`config.mk`:
```
export PLATFORM = sky130hd
export DESIGN_NAME = branch_resolve
export DESIGN_NICKNAME = d
export VERILOG_FILES = /design/src/rtl/branch_resolve.sv
export SDC_FILE = /design/constraint.sdc
export NUM_CORES = 1
export LEC_CHECK = 0
export CORE_MARGIN = 4
export CORE_UTILIZATION = 40
export CTS_CLUSTER_DIAMETER = 120
export DETAILED_ROUTE_END_ITERATION = 8
export PLACE_DENSITY = 0.69
export SYNTH_ARGS = -nofsm -noshare
export SYNTH_HDL_FRONTEND = slang
export SYNTH_SLANG_ARGS = --single-unit
```
`constraint.sdc`:
```
create_clock -name clk -period 4.1 [get_ports clk]
set_input_delay 0.615 -clock clk [delete_from_list [all_inputs] [get_ports clk]]
set_output_delay 0.615 -clock clk [all_outputs]
set_load 0.02 [all_outputs]
```
`src/rtl/branch_resolve.sv`:
```
// Branch resolution stage: decodes comparator flags into a taken/mispredict/redirect
// result and delivers it through a 2-entry skid buffer with saturating statistics.
module branch_resolve #(
    parameter int XLEN = 64,
    parameter int CNTW = 32
) (
    input  logic            clk,
    input  logic            reset,
    input  logic            flush,
    input  logic            in_valid,
    output logic            in_ready,
    input  logic [2:0]      funct3,
    input  logic            EQ,
    input  logic            LT,
    input  logic            LTu,
    input  logic            pred_taken,
    input  logic [XLEN-1:0] pc,
    input  logic [XLEN-1:0] target,
    output logic            out_valid,
    input  logic            out_ready,
    output logic            taken,
    output logic            mispredict,
    output logic            illegal,
    output logic [XLEN-1:0] redirect_pc,
    output logic [CNTW-1:0] branch_cnt,
    output logic [CNTW-1:0] mispred_cnt
);

    typedef struct packed {
        logic            taken;
        logic            mispredict;
        logic            illegal;
        logic [XLEN-1:0] rpc;
    } res_t;

    typedef enum logic [1:0] {EMPTY, ONE, FULL} state_t;

    state_t          state_q;
    logic            out_valid_q;
    logic            in_ready_q;
    res_t            or_q;
    res_t            sk_q;
    logic [CNTW-1:0] branch_cnt_q;
    logic [CNTW-1:0] mispred_cnt_q;

    res_t res_d;
    logic accept;
    logic drain;

    function automatic res_t resolve(input logic [2:0] f3, input logic eq, input logic lt,
                                     input logic ltu, input logic pred,
                                     input logic [XLEN-1:0] pc_v, input logic [XLEN-1:0] tgt_v);
        res_t r;
        r.illegal = 1'b0;
        case (f3)
            3'b000:  r.taken = eq;
            3'b001:  r.taken = ~eq;
            3'b100:  r.taken = lt;
            3'b101:  r.taken = ~lt;
            3'b110:  r.taken = ltu;
            3'b111:  r.taken = ~ltu;
            default: begin
                r.taken   = 1'b0;
                r.illegal = 1'b1;
            end
        endcase
        r.mispredict = r.taken ^ pred;
        // Fall-through address wraps naturally at 2^XLEN.
        r.rpc = r.taken ? tgt_v : pc_v + XLEN'(4);
        return r;
    endfunction

    function automatic logic [CNTW-1:0] sat_inc(input logic [CNTW-1:0] c);
        return (&c) ? c : c + CNTW'(1);
    endfunction

    assign res_d  = resolve(funct3, EQ, LT, LTu, pred_taken, pc, target);
    assign accept = in_valid & in_ready_q;
    assign drain  = out_valid_q & out_ready;

    always_ff @(posedge clk) begin
        if (reset) begin
            state_q       <= EMPTY;
            out_valid_q   <= 1'b0;
            in_ready_q    <= 1'b1;
            or_q          <= '0;
            branch_cnt_q  <= '0;
            mispred_cnt_q <= '0;
        end else begin
            // A drain completes even when flush kills the rest of the buffer.
            if (drain) begin
                branch_cnt_q <= sat_inc(branch_cnt_q);
                if (or_q.mispredict)
                    mispred_cnt_q <= sat_inc(mispred_cnt_q);
            end
            if (flush) begin
                state_q     <= EMPTY;
                out_valid_q <= 1'b0;
                in_ready_q  <= 1'b1;
            end else begin
                case (state_q)
                    EMPTY: begin
                        if (accept) begin
                            or_q        <= res_d;
                            state_q     <= ONE;
                            out_valid_q <= 1'b1;
                        end
                    end
                    ONE: begin
                        if (accept && drain) begin
                            or_q <= res_d;
                        end else if (accept) begin
                            sk_q       <= res_d;
                            state_q    <= FULL;
                            in_ready_q <= 1'b0;
                        end else if (drain) begin
                            state_q     <= EMPTY;
                            out_valid_q <= 1'b0;
                        end
                    end
                    FULL: begin
                        if (drain) begin
                            or_q       <= sk_q;
                            state_q    <= ONE;
                            in_ready_q <= 1'b1;
                        end
                    end
                    default: begin
                        state_q     <= EMPTY;
                        out_valid_q <= 1'b0;
                        in_ready_q  <= 1'b1;
                    end
                endcase
            end
        end
    end

    assign in_ready    = in_ready_q;
    assign out_valid   = out_valid_q;
    assign taken       = or_q.taken;
    assign mispredict  = or_q.mispredict;
    assign illegal     = or_q.illegal;
    assign redirect_pc = or_q.rpc;
    assign branch_cnt  = branch_cnt_q;
    assign mispred_cnt = mispred_cnt_q;

endmodule

```
=== Word-level counts from Yosys, hierarchy flattened ===
Index checks and enable logic that the tools add are counted.

* Flip-flop bits (word level): 202
* Output and inout port bits: 133
* Logic and storage cells: 81

* $add $sub $neg: 3
* Equal/unequal tests: 15
* Multiplexer cells: 22
* Bitwise gates (word level): 13
* Reductions and logical operators: 15

{| class="wikitable"
|+ Operators by type and width
! operator !! number
|-
| $mux W67 || 3
|-
| $pmux W67 S3 || 1
|-
| $add A32 B1 Y32 const B || 2
|-
| $add A64 B3 Y64 const B || 1
|-
| $mux W64 || 1
|-
| $reduce_and A32 Y1 || 2
|-
| $reduce_and A5 Y1 || 3
|-
| $ne A2 B2 Y1 const B || 7
|-
| $eq A3 B3 Y1 const B || 4
|-
| $mux W2 || 5
|-
| $not A1 Y1 || 10
|-
| $mux W1 || 8
|-
| $reduce_and A4 Y1 || 2
|-
| $pmux W1 S3 || 2
|-
| $pmux W1 S6 || 1
|-
| $pmux W2 S3 || 1
|-
| $reduce_or A6 Y1 || 1
|-
| $eq A3 B1 Y1 const B || 1
|-
| $logic_not A3 Y1 || 1
|-
| $ne A3 B3 Y1 const B || 1
|-
| $reduce_and A3 Y1 || 1
|-
| $reduce_bool A3 Y1 || 1
|-
| $and A1 B1 Y1 || 2
|-
| $eq A2 B1 Y1 const B || 1
|-
| other kinds (6) || 6
|}

=== Logic depth before layout (Yosys ltp) ===
* Word-level depth: 5
* Mapped depth: 10
* Depth with buffers taken out: 7

=== Least setup slack after synthesis ===
No wires, ideal clock.

* Kind: input-to-reg
* Start: input reset
* End: register sk_q[0] (netlist bit), enable pin
* Arrival: 2,700 ps
* Data required time: 3,667 ps
* Slack: 967 ps
* Stages: 4
* Path through: clkbuf_1 > clkbuf_1 > nor2_1 > and3_1

* Longest elaborated chain between the ends: 2

{| class="wikitable"
|+ Ends and longest elaborated chain
! item !! RTL line !! text
|-
| start, declared || 8 || <nowiki>input logic reset,</nowiki>
|-
| $not A1 Y1 (no line) || - ||
|-
| $reduce_and A5 Y1 (no line) || - ||
|-
| end signal, assigned || 113 || <nowiki>sk_q <= res_d;</nowiki>
|-
| end, declared || 42 || <nowiki>res_t sk_q;</nowiki>
|}

No other way between the ends.
A chain may end at the register's enable or synchronous reset.

==> run metrics <==
total number of vias 10,981; largest net degree at the start of global routing 70; Avg WL per Cell 20.3 um; Max VDD drop 0.222 mV; DR iter-0 viols 1,193; Core Footprint 26,400 um^2; hold_buf cts 0; startpoint types primary input; setup ws final 1.12 ns; Main synth FF type dfxtp_1; Max Used Layer met5; die extent in y 172 um; I/O pins 273; worst rel slew slack 0.418; GR Overflow Total 0; Post-synth EDFFs 67; Starting Density 0.410; fin crit share 0.727; Worst path slowest cell or4_4; endpoints failing setup 0; Longest Clk Path Bufs 3; GRT Overall Usage 0.245; clock skew 0.0256 ns; Port Buffers 272; first-pass GRT wire length 58,100 um; Pleak 4.94 nW; Cell Count, Final, Fillers Out 1,867; # resized after CTS 0; die width 172 um; Sink Count 202; Max Slew Vio Count 0; R2R Path End redirect_pc[53]$_SDFFE_PP0P_; vias in the first global route 10,388; CP endpoint kind flop; Adder-Cell Fraction of Synth Area 0.00347; Hold Slack 0.454 ns; fmax 336 MHz; Critical Path AT 3.25 ns; sequential fraction of the synthesis area 0.436; Mean Syn Cell Area 8.52 um^2; setup TNS 0 ns; Rows 59; kind of critical path in -> reg; CP startpoint pc[2]; clock-pin slew on the worst setup and hold paths 0.06 ns; CP Max Fanout 15; largest family of logic cells by synthesized area simple AND/OR/NAND/NOR gates; outcome completed; crit-path max cell delay 0.74 ns; Area Growth Syn to Fin 36.0%; DR pass1 iterations 6; die area 29,700 um^2; Worst-Margin Slew 0.872 ns; reg-to-reg slack, setup 1.56 ns; n_diodes 0; clk_lat worst skew 0.53 ns; Hold Path Sink redirect_pc[1]$_SDFFE_PP0P_; DRC 0; last weighted congestion value of the routability-driven placer 0.942; Hold Vio Cnt, Final 0; cts bufs inserted 24; Ys Warns 0; final worst path period need 2.98 ns; Final ANT Viol Nets 0; Hold Path Depth 2; Hold Crit Class reg -> reg; Post-Synthesis Cells 1,269; simple-gate share of the synthesized area 0.259; clk root buf clkbuf_16; initial antenna violation count 1; mux cell area share after synthesis 0.0108; power density cells 350 nW/um^2; Layout Nets 1,659; routed vias/inst 5.88; met3 wire length 4010 um; RSZ-0062 raised after global routing false; CP required 4.37 ns; DP Worst Slack 0.581 ns; cells along the critical path clkdlybuf4s50_1 -> nand4_1 -> or2_1 -> or4_4 -> o31a_1 -> o21ai_0 -> nand2_1; ys async rst share 0; Synth Area in Compound Gates 0.173; layout cells sized above 1 0.0646; metal2 WL 16,600 um; CTS HTree Levels 1; dpl cells 1,825; CTS tree yes; distinct cell type count of the synthesized netlist 62; total power 5.15 mW; Register-to-Register Path Depth 6; Synth Area in XOR/XNOR 0.0810; Post-Syn Area 10,800 um^2; post-DP HPWL 27,400 um; hold path start redirect_pc[1]$_SDFFE_PP0P_; post-CTS setup buffer count 0; Max Cap Violations 0; met1 wire length 15,900 um; CP Buf/Inv Count 1; Routed WL 37,800 um; Yosys reg bits 202; FF-to-FF Start out_valid$_SDFFE_PP0P_; critical path's top delay family simple AND/OR/NAND/NOR gates; syn nets 1,412
[kinds of logic (layout without fill, tap and decap cells)]
| family | Yosys count | count (layout) |
|---|---|---|
| AO/OA/AOI/OAI | 290 | 290 |
| XOR/XNOR | 100 | 100 |
| adder cells (fa/ha/maj) | 3 | 3 |
| buffers and inverters | 98 | 361 |
| flip-flops | 202 | 202 |
| multiplexers | 11 | 11 |
| AND/OR/NAND/NOR | 565 | 565 |
[flip-flops by register name (all words and copies together) (netlist names)]
| register | cells |
|---|---|
| illegal | 1 |
| in_ready | 1 |
| state_q | 2 |
| sk_q | 67 |
| taken | 1 |
| out_valid | 1 |
| mispred_cnt | 32 |
| branch_cnt | 32 |
| mispredict | 1 |
| redirect_pc | 64 |
[worst min-delay path, stage by stage (launching register included)]
cell and delay, ns:
dfxtp_1 0.31, nand2_1 0.05, a21oi_1 0.05
[area by class of cell]
class	instances	area (um^2)
tap	335	419
clock inverter	2	10.0
clock buffer	40	782
inverter	19	71.3
sequential	202	4710
fill	2372	11600
timing repair buffer	300	2980
multi-input combinational	969	5730
[Yosys cell counts (all sizes together), types with 3 or more instances]
cell	n	area, um^2
a31oi	9	56.3
o22ai	5	31.3
nand2	132	495
or3	18	113
edfxtp	67	2010
ha	3	37.5
o221a	9	101
a311oi	10	87.6
nor4	25	190
a21oi	94	470
o31a	12	105
and2	10	62.6
nand4	53	338
nand3	56	280
o21ai	68	340
and4	16	140
buf	12	70.1
o21a	7	52.6
or4	9	71.3
nor3	49	272
dfxtp	135	2700
nand2b	3	18.8
inv	19	71.3
o221ai	5	43.8
xnor2	70	613
mux2i	6	60.1
mux2	5	56.3
a211o	12	105
xor2	30	263
o211ai	4	30.0
and3	23	144
nor2	163	612
a41oi	4	35.0
o211a	8	80.1
clkbuf	67	253
a211oi	32	240
[power breakdown]
part           total [mW]  switching, mW  internal, mW
Clock                2.12          0.837          1.29
Sequential           2.19         0.0440          2.14
Combinational       0.843          0.465         0.377
Total                5.15           1.35          3.81
[stage by stage]
stage	cell area, um^2	util
4_1_cts	14700	0.558
3_5_place_dp	13900	0.528
5_1_grt	14700	0.558
2_1_floorplan	10800	-
3_3_place_gp	13900	0.528
6_report	14700	0.558
[per-layer routing]
| metal | global-route usage | up-vias |
|---|---|---|
| li1 | - | 5153 |
| met1 | 0.338 | 5163 |
| met2 | 0.383 | 579 |
| met3 | 0.0535 | 84 |
| met4 | 0.0789 | 2 |
| met5 | 0 | - |
[worst max path at each step]
stage	endpoint	slack, ns	cells after the start
floorplan	sk_q[0]$_DFFE_PP_	0.97	4
global placement	sk_q[43]$_DFFE_PP_	0.62	7
detailed placement	sk_q[43]$_DFFE_PP_	0.58	7
CTS	sk_q[43]$_DFFE_PP_	1.12	7
global route	redirect_pc[57]$_SDFFE_PP0P_	0.98	10
finish	sk_q[43]$_DFFE_PP_	1.12	7
[cell usage in the layout (no fill, tap or decap), drive strengths merged, types with 3 or more instances in the layout]
master         instances
a21oi                 94
o31a                  12
a311oi                10
o221a                  9
a211o                 12
a31oi                  9
edfxtp                67
mux2                   5
nor3                  49
o211a                  8
nor4                  25
o221ai                 5
and3                  23
inv                   19
nor2                 163
o21ai                 68
or3                   18
and4                  16
o22ai                  5
or4                    9
nand2                132
buf                   29
a211oi                32
nand3                 56
and2                  10
nand2b                 3
mux2i                  6
a41oi                  4
clkdlybuf4s50        271
o211ai                 4
o21a                   7
dfxtp                135
xnor2                 70
nand4                 53
ha                     3
clkbuf                40
xor2                  30
Note: power is estimated with default switching activity, not from simulation.
